**src/rtl/tape_in.sv**
```systemverilog
// tape_in: synchronises and debounces TAPE_IN, detects filtered rising edges,
// measures the edge-to-edge period in ce ticks and tracks tape activity.
module tape_in #(
  parameter int SYNC_STAGES  = 2,
  parameter int FILT_LEN     = 8,
  parameter int PW_W         = 12,
  parameter int IDLE_TIMEOUT = 4000
) (
  input  logic            clk_sys,
  input  logic            reset_n,
  input  logic            ce_sample,
  input  logic            enable,
  input  logic            tape_raw,
  output logic            tape_bit,
  output logic            edge_stb,
  output logic [PW_W-1:0] last_period,
  output logic            period_valid,
  output logic            active,
  output logic [7:0]      edge_count
);
  localparam int IW = $clog2(FILT_LEN + 1);
  localparam logic [IW-1:0] FILT_MAX = IW'(FILT_LEN);
  localparam logic [PW_W-1:0] TIMEOUT = PW_W'(IDLE_TIMEOUT);
  typedef enum logic [1:0] {IDLE, ARMED, RUN} state_t;
  state_t state_q, state_d;
  logic [SYNC_STAGES-1:0] sync_q, sync_d;
  logic [IW-1:0] integ_q, integ_d;
  logic [PW_W-1:0] cnt_q, cnt_d, period_q, period_d;
  logic [7:0] ecnt_q, ecnt_d;
  logic tape_bit_q, tape_bit_d, edge_stb_q, edge_stb_d, pv_q, pv_d, active_q, active_d;
  logic s, rise;
  always_comb begin
    s = sync_q[SYNC_STAGES-1];
    sync_d = {sync_q[SYNC_STAGES-2:0], tape_raw};
    integ_d = integ_q;
    tape_bit_d = tape_bit_q;
    state_d = state_q;
    cnt_d = cnt_q;
    period_d = period_q;
    ecnt_d = ecnt_q;
    active_d = active_q;
    if (ce_sample) begin
      integ_d = s ? ((integ_q == FILT_MAX) ? integ_q : integ_q + 1'b1)
                  : ((integ_q == '0) ? integ_q : integ_q - 1'b1);
      tape_bit_d = (integ_d == FILT_MAX) ? 1'b1 : (integ_d == '0) ? 1'b0 : tape_bit_q;
    end
    rise = ce_sample & ~tape_bit_q & tape_bit_d;
    edge_stb_d = rise;
    pv_d = rise && state_q != IDLE;
    if (rise) begin
      cnt_d = '0;
      ecnt_d = ecnt_q + 8'd1;
      state_d = (state_q == IDLE) ? ARMED : RUN;
      if (state_q != IDLE) begin
        period_d = cnt_q + 1'b1;
        active_d = 1'b1;
      end
    end else if (ce_sample && state_q != IDLE) begin
      // A rise on the timeout tick is handled above, so it always wins.
      if (cnt_q == TIMEOUT) begin
        state_d = IDLE;
        cnt_d = '0;
        active_d = 1'b0;
      end else begin
        cnt_d = cnt_q + 1'b1;
      end
    end
    if (!enable) begin
      sync_d = '0;
      integ_d = '0;
      tape_bit_d = 1'b0;
      state_d = IDLE;
      cnt_d = '0;
      period_d = '0;
      ecnt_d = '0;
      active_d = 1'b0;
      edge_stb_d = 1'b0;
      pv_d = 1'b0;
    end
  end
  always_ff @(posedge clk_sys or negedge reset_n) begin
    if (!reset_n) begin
      sync_q <= '0;
      integ_q <= '0;
      tape_bit_q <= 1'b0;
      state_q <= IDLE;
      cnt_q <= '0;
      period_q <= '0;
      ecnt_q <= '0;
      active_q <= 1'b0;
      edge_stb_q <= 1'b0;
      pv_q <= 1'b0;
    end else begin
      sync_q <= sync_d;
      integ_q <= integ_d;
      tape_bit_q <= tape_bit_d;
      state_q <= state_d;
      cnt_q <= cnt_d;
      period_q <= period_d;
      ecnt_q <= ecnt_d;
      active_q <= active_d;
      edge_stb_q <= edge_stb_d;
      pv_q <= pv_d;
    end
  end
  assign tape_bit = tape_bit_q;
  assign edge_stb = edge_stb_q;
  assign last_period = period_q;
  assign period_valid = pv_q;
  assign active = active_q;
  assign edge_count = ecnt_q;
endmodule

```
**config.mk**
```make
export PLATFORM = sky130hd
export DESIGN_NAME = tape_in
export DESIGN_NICKNAME = d
export VERILOG_FILES = /design/src/rtl/tape_in.sv
export SDC_FILE = /design/constraint.sdc
export NUM_CORES = 1
export LEC_CHECK = 0
export ABC_AREA = 1
export BUFFER_PORTS_ARGS = -buffer_cell sky130_fd_sc_hd__buf_2
export CAP_MARGIN = 20
export CORE_MARGIN = 4
export CORE_UTILIZATION = 58
export DETAILED_ROUTE_END_ITERATION = 8
export PLACE_DENSITY = 0.83
export REMOVE_ABC_BUFFERS = 1
export SLEW_MARGIN = 20
export SYNTH_ARGS = -nofsm -noshare
export SYNTH_HDL_FRONTEND = slang
export SYNTH_SLANG_ARGS = --single-unit
```
**constraint.sdc**
```tcl
create_clock -name clk_sys -period 2.7 [get_ports clk_sys]
set_clock_uncertainty 0.2 [all_clocks]
set_input_delay 0.27 -clock clk_sys [delete_from_list [all_inputs] [get_ports clk_sys]]
set_output_delay 0.27 -clock clk_sys [all_outputs]
set_load 0.005 [all_outputs]
```
### Word-level counts from Yosys, hierarchy flattened

Index checks and enable logic that the tools add are counted.

* add/subtract/negate cells: 4
* reductions and logical operators: 9
* shift-type cells: 0
* div/mod/pow operators: 0
* eq/ne operators: 9
* $mul: 0
* order comparisons: 0
* mux-type cells: 31
* bitwise gates (word level): 3

Operator list (number)
* $mux W12: 7
* $mux W4: 5
* $mux W8: 2
* $add A12 B1 Y12 const B: 1
* $eq A12 B12 Y1 const B: 1
* $mux W2: 6
* $mux W1: 11
* $add A8 B1 Y8 const B: 1
* $eq A4 B4 Y1 const B: 2
* $logic_not A4 Y1: 2
* $ne A3 B1 Y1 const B: 2
* $add A4 B1 Y4 const B: 1
* $ne A2 B1 Y1 const B: 2
* $reduce_and A2 Y1: 2
* $sub A4 B1 Y4 const B: 1
* $ne A3 B2 Y1 const B: 1
* $reduce_and A3 Y1: 1
* $and A1 B1 Y1: 2
* $logic_and A1 B1 Y1: 2
* $logic_not A2 Y1: 1
* $ne A2 B2 Y1 const B: 1
* $reduce_bool A2 Y1: 1
* $not A1 Y1: 1

* input bits: 5
* memories kept: 0
* bits in writable memories: 0
* bits in latches: 0
* register bits after elaboration: 44
* output and inout port bits: 24
* word-level logic and storage cells: 66
* ROM bits: 0

### Longest topological paths before layout

* depth after elaboration: 10
* depth in mapped cells: 15
* depth with buffers taken out: 14

### Worst setup path after synthesis

No wires, ideal clock.

* kind: register -> register
* start: reg integ_q[0]
* end: reg period_q[11] (netlist: last_period[11])
* required time: 2376 ps
* arrival time: 1851 ps
* cell stages (with the launch flop): 14
* setup slack: 525 ps
* period minus slack after synthesis: 2175 ps
* library setup time: 124 ps
* buffers on the path: 2
* cell sequence: dfrtp_1 -> inv_1 -> ha_1 -> nand3_2 -> nand2_1 -> nand3_1 -> a21oi_2 -> nand4_2 -> buf_6 -> nand2_4 -> nand2_4 -> buf_6 -> nand2_1 -> o21ai_2

* cells in the longest elaborated chain, start to end: 10
* elaborated cells on any way between the ends: 15
* classes of those cells: add/sub (2); eq/ne (3); mux (6); bitwise (1); reduce/logical (3)

RTL lines
* start: declaration: line 27 `logic [IW-1:0] integ_q, integ_d;`
* start signal: assignment: line 95 `integ_q <= integ_d;`
* $sub A4 B1 Y4, or another cell as far along: line 44 `: ((integ_q == '0) ? integ_q : integ_q - 1'b1);`
* $mux W4, on equally long branches: line 44, 43
* $mux W4 *: line 43 `integ_d = s ? ((integ_q == FILT_MAX) ? integ_q : integ_q + 1'b1)`
* $logic_not A4 Y1: line 45 `tape_bit_d = (integ_d == FILT_MAX) ? 1'b1 : (integ_d == '0) ? 1'b0 : tape_bit_q;`
* $mux W1: line 45
* $mux W1 *: line 45
* $mux W1 *: line 42 `if (ce_sample) begin`
* $and A1 B1 Y1 *: line 47 `rise = ce_sample & ~tape_bit_q & tape_bit_d;`
* $ne A2 B1 Y1 (no line) *
* $reduce_and A2 Y1 (no line) *
* end signal: assignment: line 99 `period_q <= period_d;`
* end: declaration: line 28 `logic [PW_W-1:0] cnt_q, cnt_d, period_q, period_d;`

Every way passes the cells marked *; elsewhere a longest branch is shown, timed or not.
A chain may end at the register's enable or synchronous reset.

### Worst setup path after layout

* start: reg integ_q[0]
* end: reg cnt_q[9]

* cells in the longest elaborated chain, start to end: 10
* elaborated cells on any way between the ends: 16
* classes of those cells: add/sub (2); eq/ne (3); mux (8); bitwise (1); reduce/logical (2)

RTL lines
* $sub A4 B1 Y4, or another cell as far along: line 44
* $mux W4, on equally long branches: line 44, 43
* $mux W4 *: line 43
* $logic_not A4 Y1: line 45
* $mux W1: line 45
* $mux W1 *: line 45
* $mux W1 *: line 42
* $and A1 B1 Y1 *: line 47
* $mux W12: line 50 `if (rise) begin`
* $mux W12: line 68 `if (!enable) begin`
* end signal: assignment: line 98 `cnt_q <= cnt_d;`
* end: declaration: line 28

Marked as above.

==> results_dict.tcl <==
set metrics [dict create \
    antenna_found_initial 0 \
    drt_iter0_drc 173 \
    min_period_ns 2.47 \
    clk_pin_slew_ns 0.08 \
    outcome "completed" \
    htreeDepth 2 \
    grt_pass1_wl_um 8300 \
    initial_core_util 0.599 \
    ios 29 \
    port_buffers 28 \
    cp-end-kind "register" \
    die-height_um 72.1 \
    final_nets 332 \
    multi_input_area_sq_um 1080 \
    remaining_drc_errors 0 \
    vias_per_cell 5.23 \
    r2r_setup_slack_ns 0.23 \
    ant_nets 0 \
    grtUsageTotal 0.206 \
    cp.arrival_ns 2.47 \
    cts.path.max_buffers 2 \
    cts.sinks 44 \
    grt_pass1_vias 1846 \
    drive_gt1_frac 0.198 \
    drt-met1-wl_um 2220 \
    ys_ff_latch 44 \
    wl_met2_um 2280 \
    overflow 0 \
    cp_max_fo 11 \
    die_w_um 72.1 \
    maxCapViolCount 0 \
    drtPass1Iterations 4 \
    setup_tns_ns 0 \
    setup_viol 0 \
    cts-root-buf "clkbuf_8" \
    dieArea_sq_um 5190 \
    vias 1950 \
    worst_slew_pin_slew_ns 0.938 \
    yosysUniqueCellTypes 31 \
    cts_tree "yes" \
    n_fill_cell 347 \
    num_rows 23 \
    hpwl_um 3370 \
    wl_um 4740 \
    start_kind "register" \
    ir_worst_vdd_mv 0.399 \
    finalCritPeriodShare 0.916 \
    wl_met3_um 157 \
    hold_viol_final 0 \
    ys_seq_area_frac 0.463 \
    insertion_delay_ns 0.30 \
    hold_slack_ns 0.105 \
    rsz0062_at_grt "no" \
    power.density_nw_per_um2 580 \
    syn_avg_cell_area_sq_um 8.29 \
    postSynthCellCount 287 \
    leakagePower_uw 0.00145 \
    coreArea_sq_um 3970 \
    yosys_warnings 0 \
    grt_max_degree 45 \
    gp_congestion 0.930 \
    n_antenna_cell 0 \
    fmax_ghz 0.404 \
    cts_inserted_buffers 5 \
    synth_area_sq_um 2380 \
    routed.top_layer "met4" \
    required_ns 2.70 \
    min_path_type "in2reg" \
    drv_slew 0 \
    wl_per_cell_um 12.7 \
    final-seq-area_sq_um 1100 \
    syn2layout_area_growth_pct 12.6 \
    crit_type "reg2reg" \
    post_cts_buffers 0 \
    relSlewSlack 0.375 \
]
synthesized netlist by cell type:
master    number  share of area
nand2_1       92           0.15
dfrtp_1       44           0.46
inv_1         34          0.054
nand3_1       20          0.042
nor2_1        17          0.027
o22ai_1       10          0.026
o21ai_2        9          0.033
xor2_1         9          0.033
o21ai_0        6          0.013
ha_1           5          0.026
nand4_1        5          0.013
buf_6          4          0.019
a21oi_1        3         0.0063
nand2_2        3         0.0079
nor3_1         3         0.0063
xnor2_1        3          0.011
inv_2          2         0.0032
nand2_4        2         0.0095
nand3_2        2         0.0084
o31ai_1        2         0.0063
or2_2          2         0.0053
a21oi_2        1         0.0037
buf_8          1         0.0063
clkbuf_1       1         0.0016
nand2_8        1         0.0084
nand3b_1       1         0.0032
nand4_2        1         0.0053
nor2_4         1         0.0047
nor3b_1        1         0.0032
nor4_1         1         0.0026
o21a_1         1         0.0032
timing repair:
item,CTS,global route
setup endpoints to repair,0,3
gates resized for setup,0,1
endpoints found under the hold margin,45,0
hold buffers,2,0
where the power goes:
| group | internal (uW) | total [uW] | switching (uW) |
|---|---|---|---|
| clock | 275 | 498 | 224 |
| sequential | 698 | 740 | 41.7 |
| combinational | 110 | 317 | 207 |
| total | 1080 | 1560 | 473 |
worst max-delay path, cell delays in order, from the launching register on:
cell,delay [ns]
dfrtp_1,0.43
inv_1,0.15
ha_2,0.25
nand3_2,0.10
nand2_1,0.10
nand3_1,0.12
a21oi_2,0.17
nand4_2,0.12
buf_4,0.22
nand3_2,0.21
inv_1,0.15
nand2_1,0.10
nand2_1,0.05
cell families after synthesis:
family / share of synthesized area
AOI/OAI and AO/OA: 0.0915
buffers and inverters: 0.0836
xor gates and xnor gates: 0.0442
adders and majority gates: 0.0263
DFF: 0.463
and+or+nand+nor: 0.292
cell type report:
| type | count | share of cell area |
|---|---|---|
| clock inverters | 2 | 0.0131 |
| repair buffers | 34 | 0.0710 |
| flip-flops and latches | 44 | 0.411 |
| clock buffers | 6 | 0.0271 |
| multi-input cells | 201 | 0.404 |
| well taps | 50 | 0.0234 |
| inverters | 36 | 0.0504 |
state kept, by name, summed over array words and instances, names as in the netlist:
name,flops
tape_bit,1
integ_q,4
last_period,12
edge_count,8
edge_stb,1
active,1
state_q,2
cnt_q,12
sync_q,2
period_valid,1
layout by cell type, fill, tap and decap left out, drive strengths merged:
master       synthesis  final
dlygate4sd3          0      2
ha                   5      5
clkinv               0      1
or2                  2      2
o31ai                2      2
nor2                18     18
inv                 36     36
o22ai               10     10
dfrtp               44     44
clkbuf               1      6
a21oi                4      4
bufinv               0      1
o21a                 1      1
buf                  5     32
o21ai               15     15
nor3                 3      3
nand4                6      6
nor3b                1      1
nand2               98     98
nor4                 1      1
xor2                 9      9
nand3               22     22
xnor2                3      3
nand3b               1      1
stage by stage:
stage	setup WS [ns]	utilization	instances	cell area [sq um]	total power (uW)
detailed placement	0.251	0.642	363	2550	1060
global placement	0.340	0.642	363	2550	1060
floorplan	0.101	-	281	2320	967
global route	0.0242	0.675	373	2680	1640
CTS	0.218	0.674	373	2680	1560
finish	0.227	0.675	373	2680	1560
routing by layer:
metal	track usage	vias up
li1	-	988
met1	0.266	923
met2	0.339	32
met3	0.0402	7
met4	0.0877	0
met5	0	-
worst paths after layout:
path | startpoint | end | cells after the start
worst max register to register | integ_q[0] | cnt_q[9] | 12
worst min-delay path | ce_sample | integ_q[1] | 3
max in group asynchronous | reset_n | edge_count[3] | 2
min in group asynchronous | reset_n | cnt_q[8] | 2
worst max-delay path | integ_q[0] | cnt_q[9] | 12
worst min register to register | sync_q[0] | sync_q[1] | 2
Note: power is estimated with default switching activity, not from simulation.
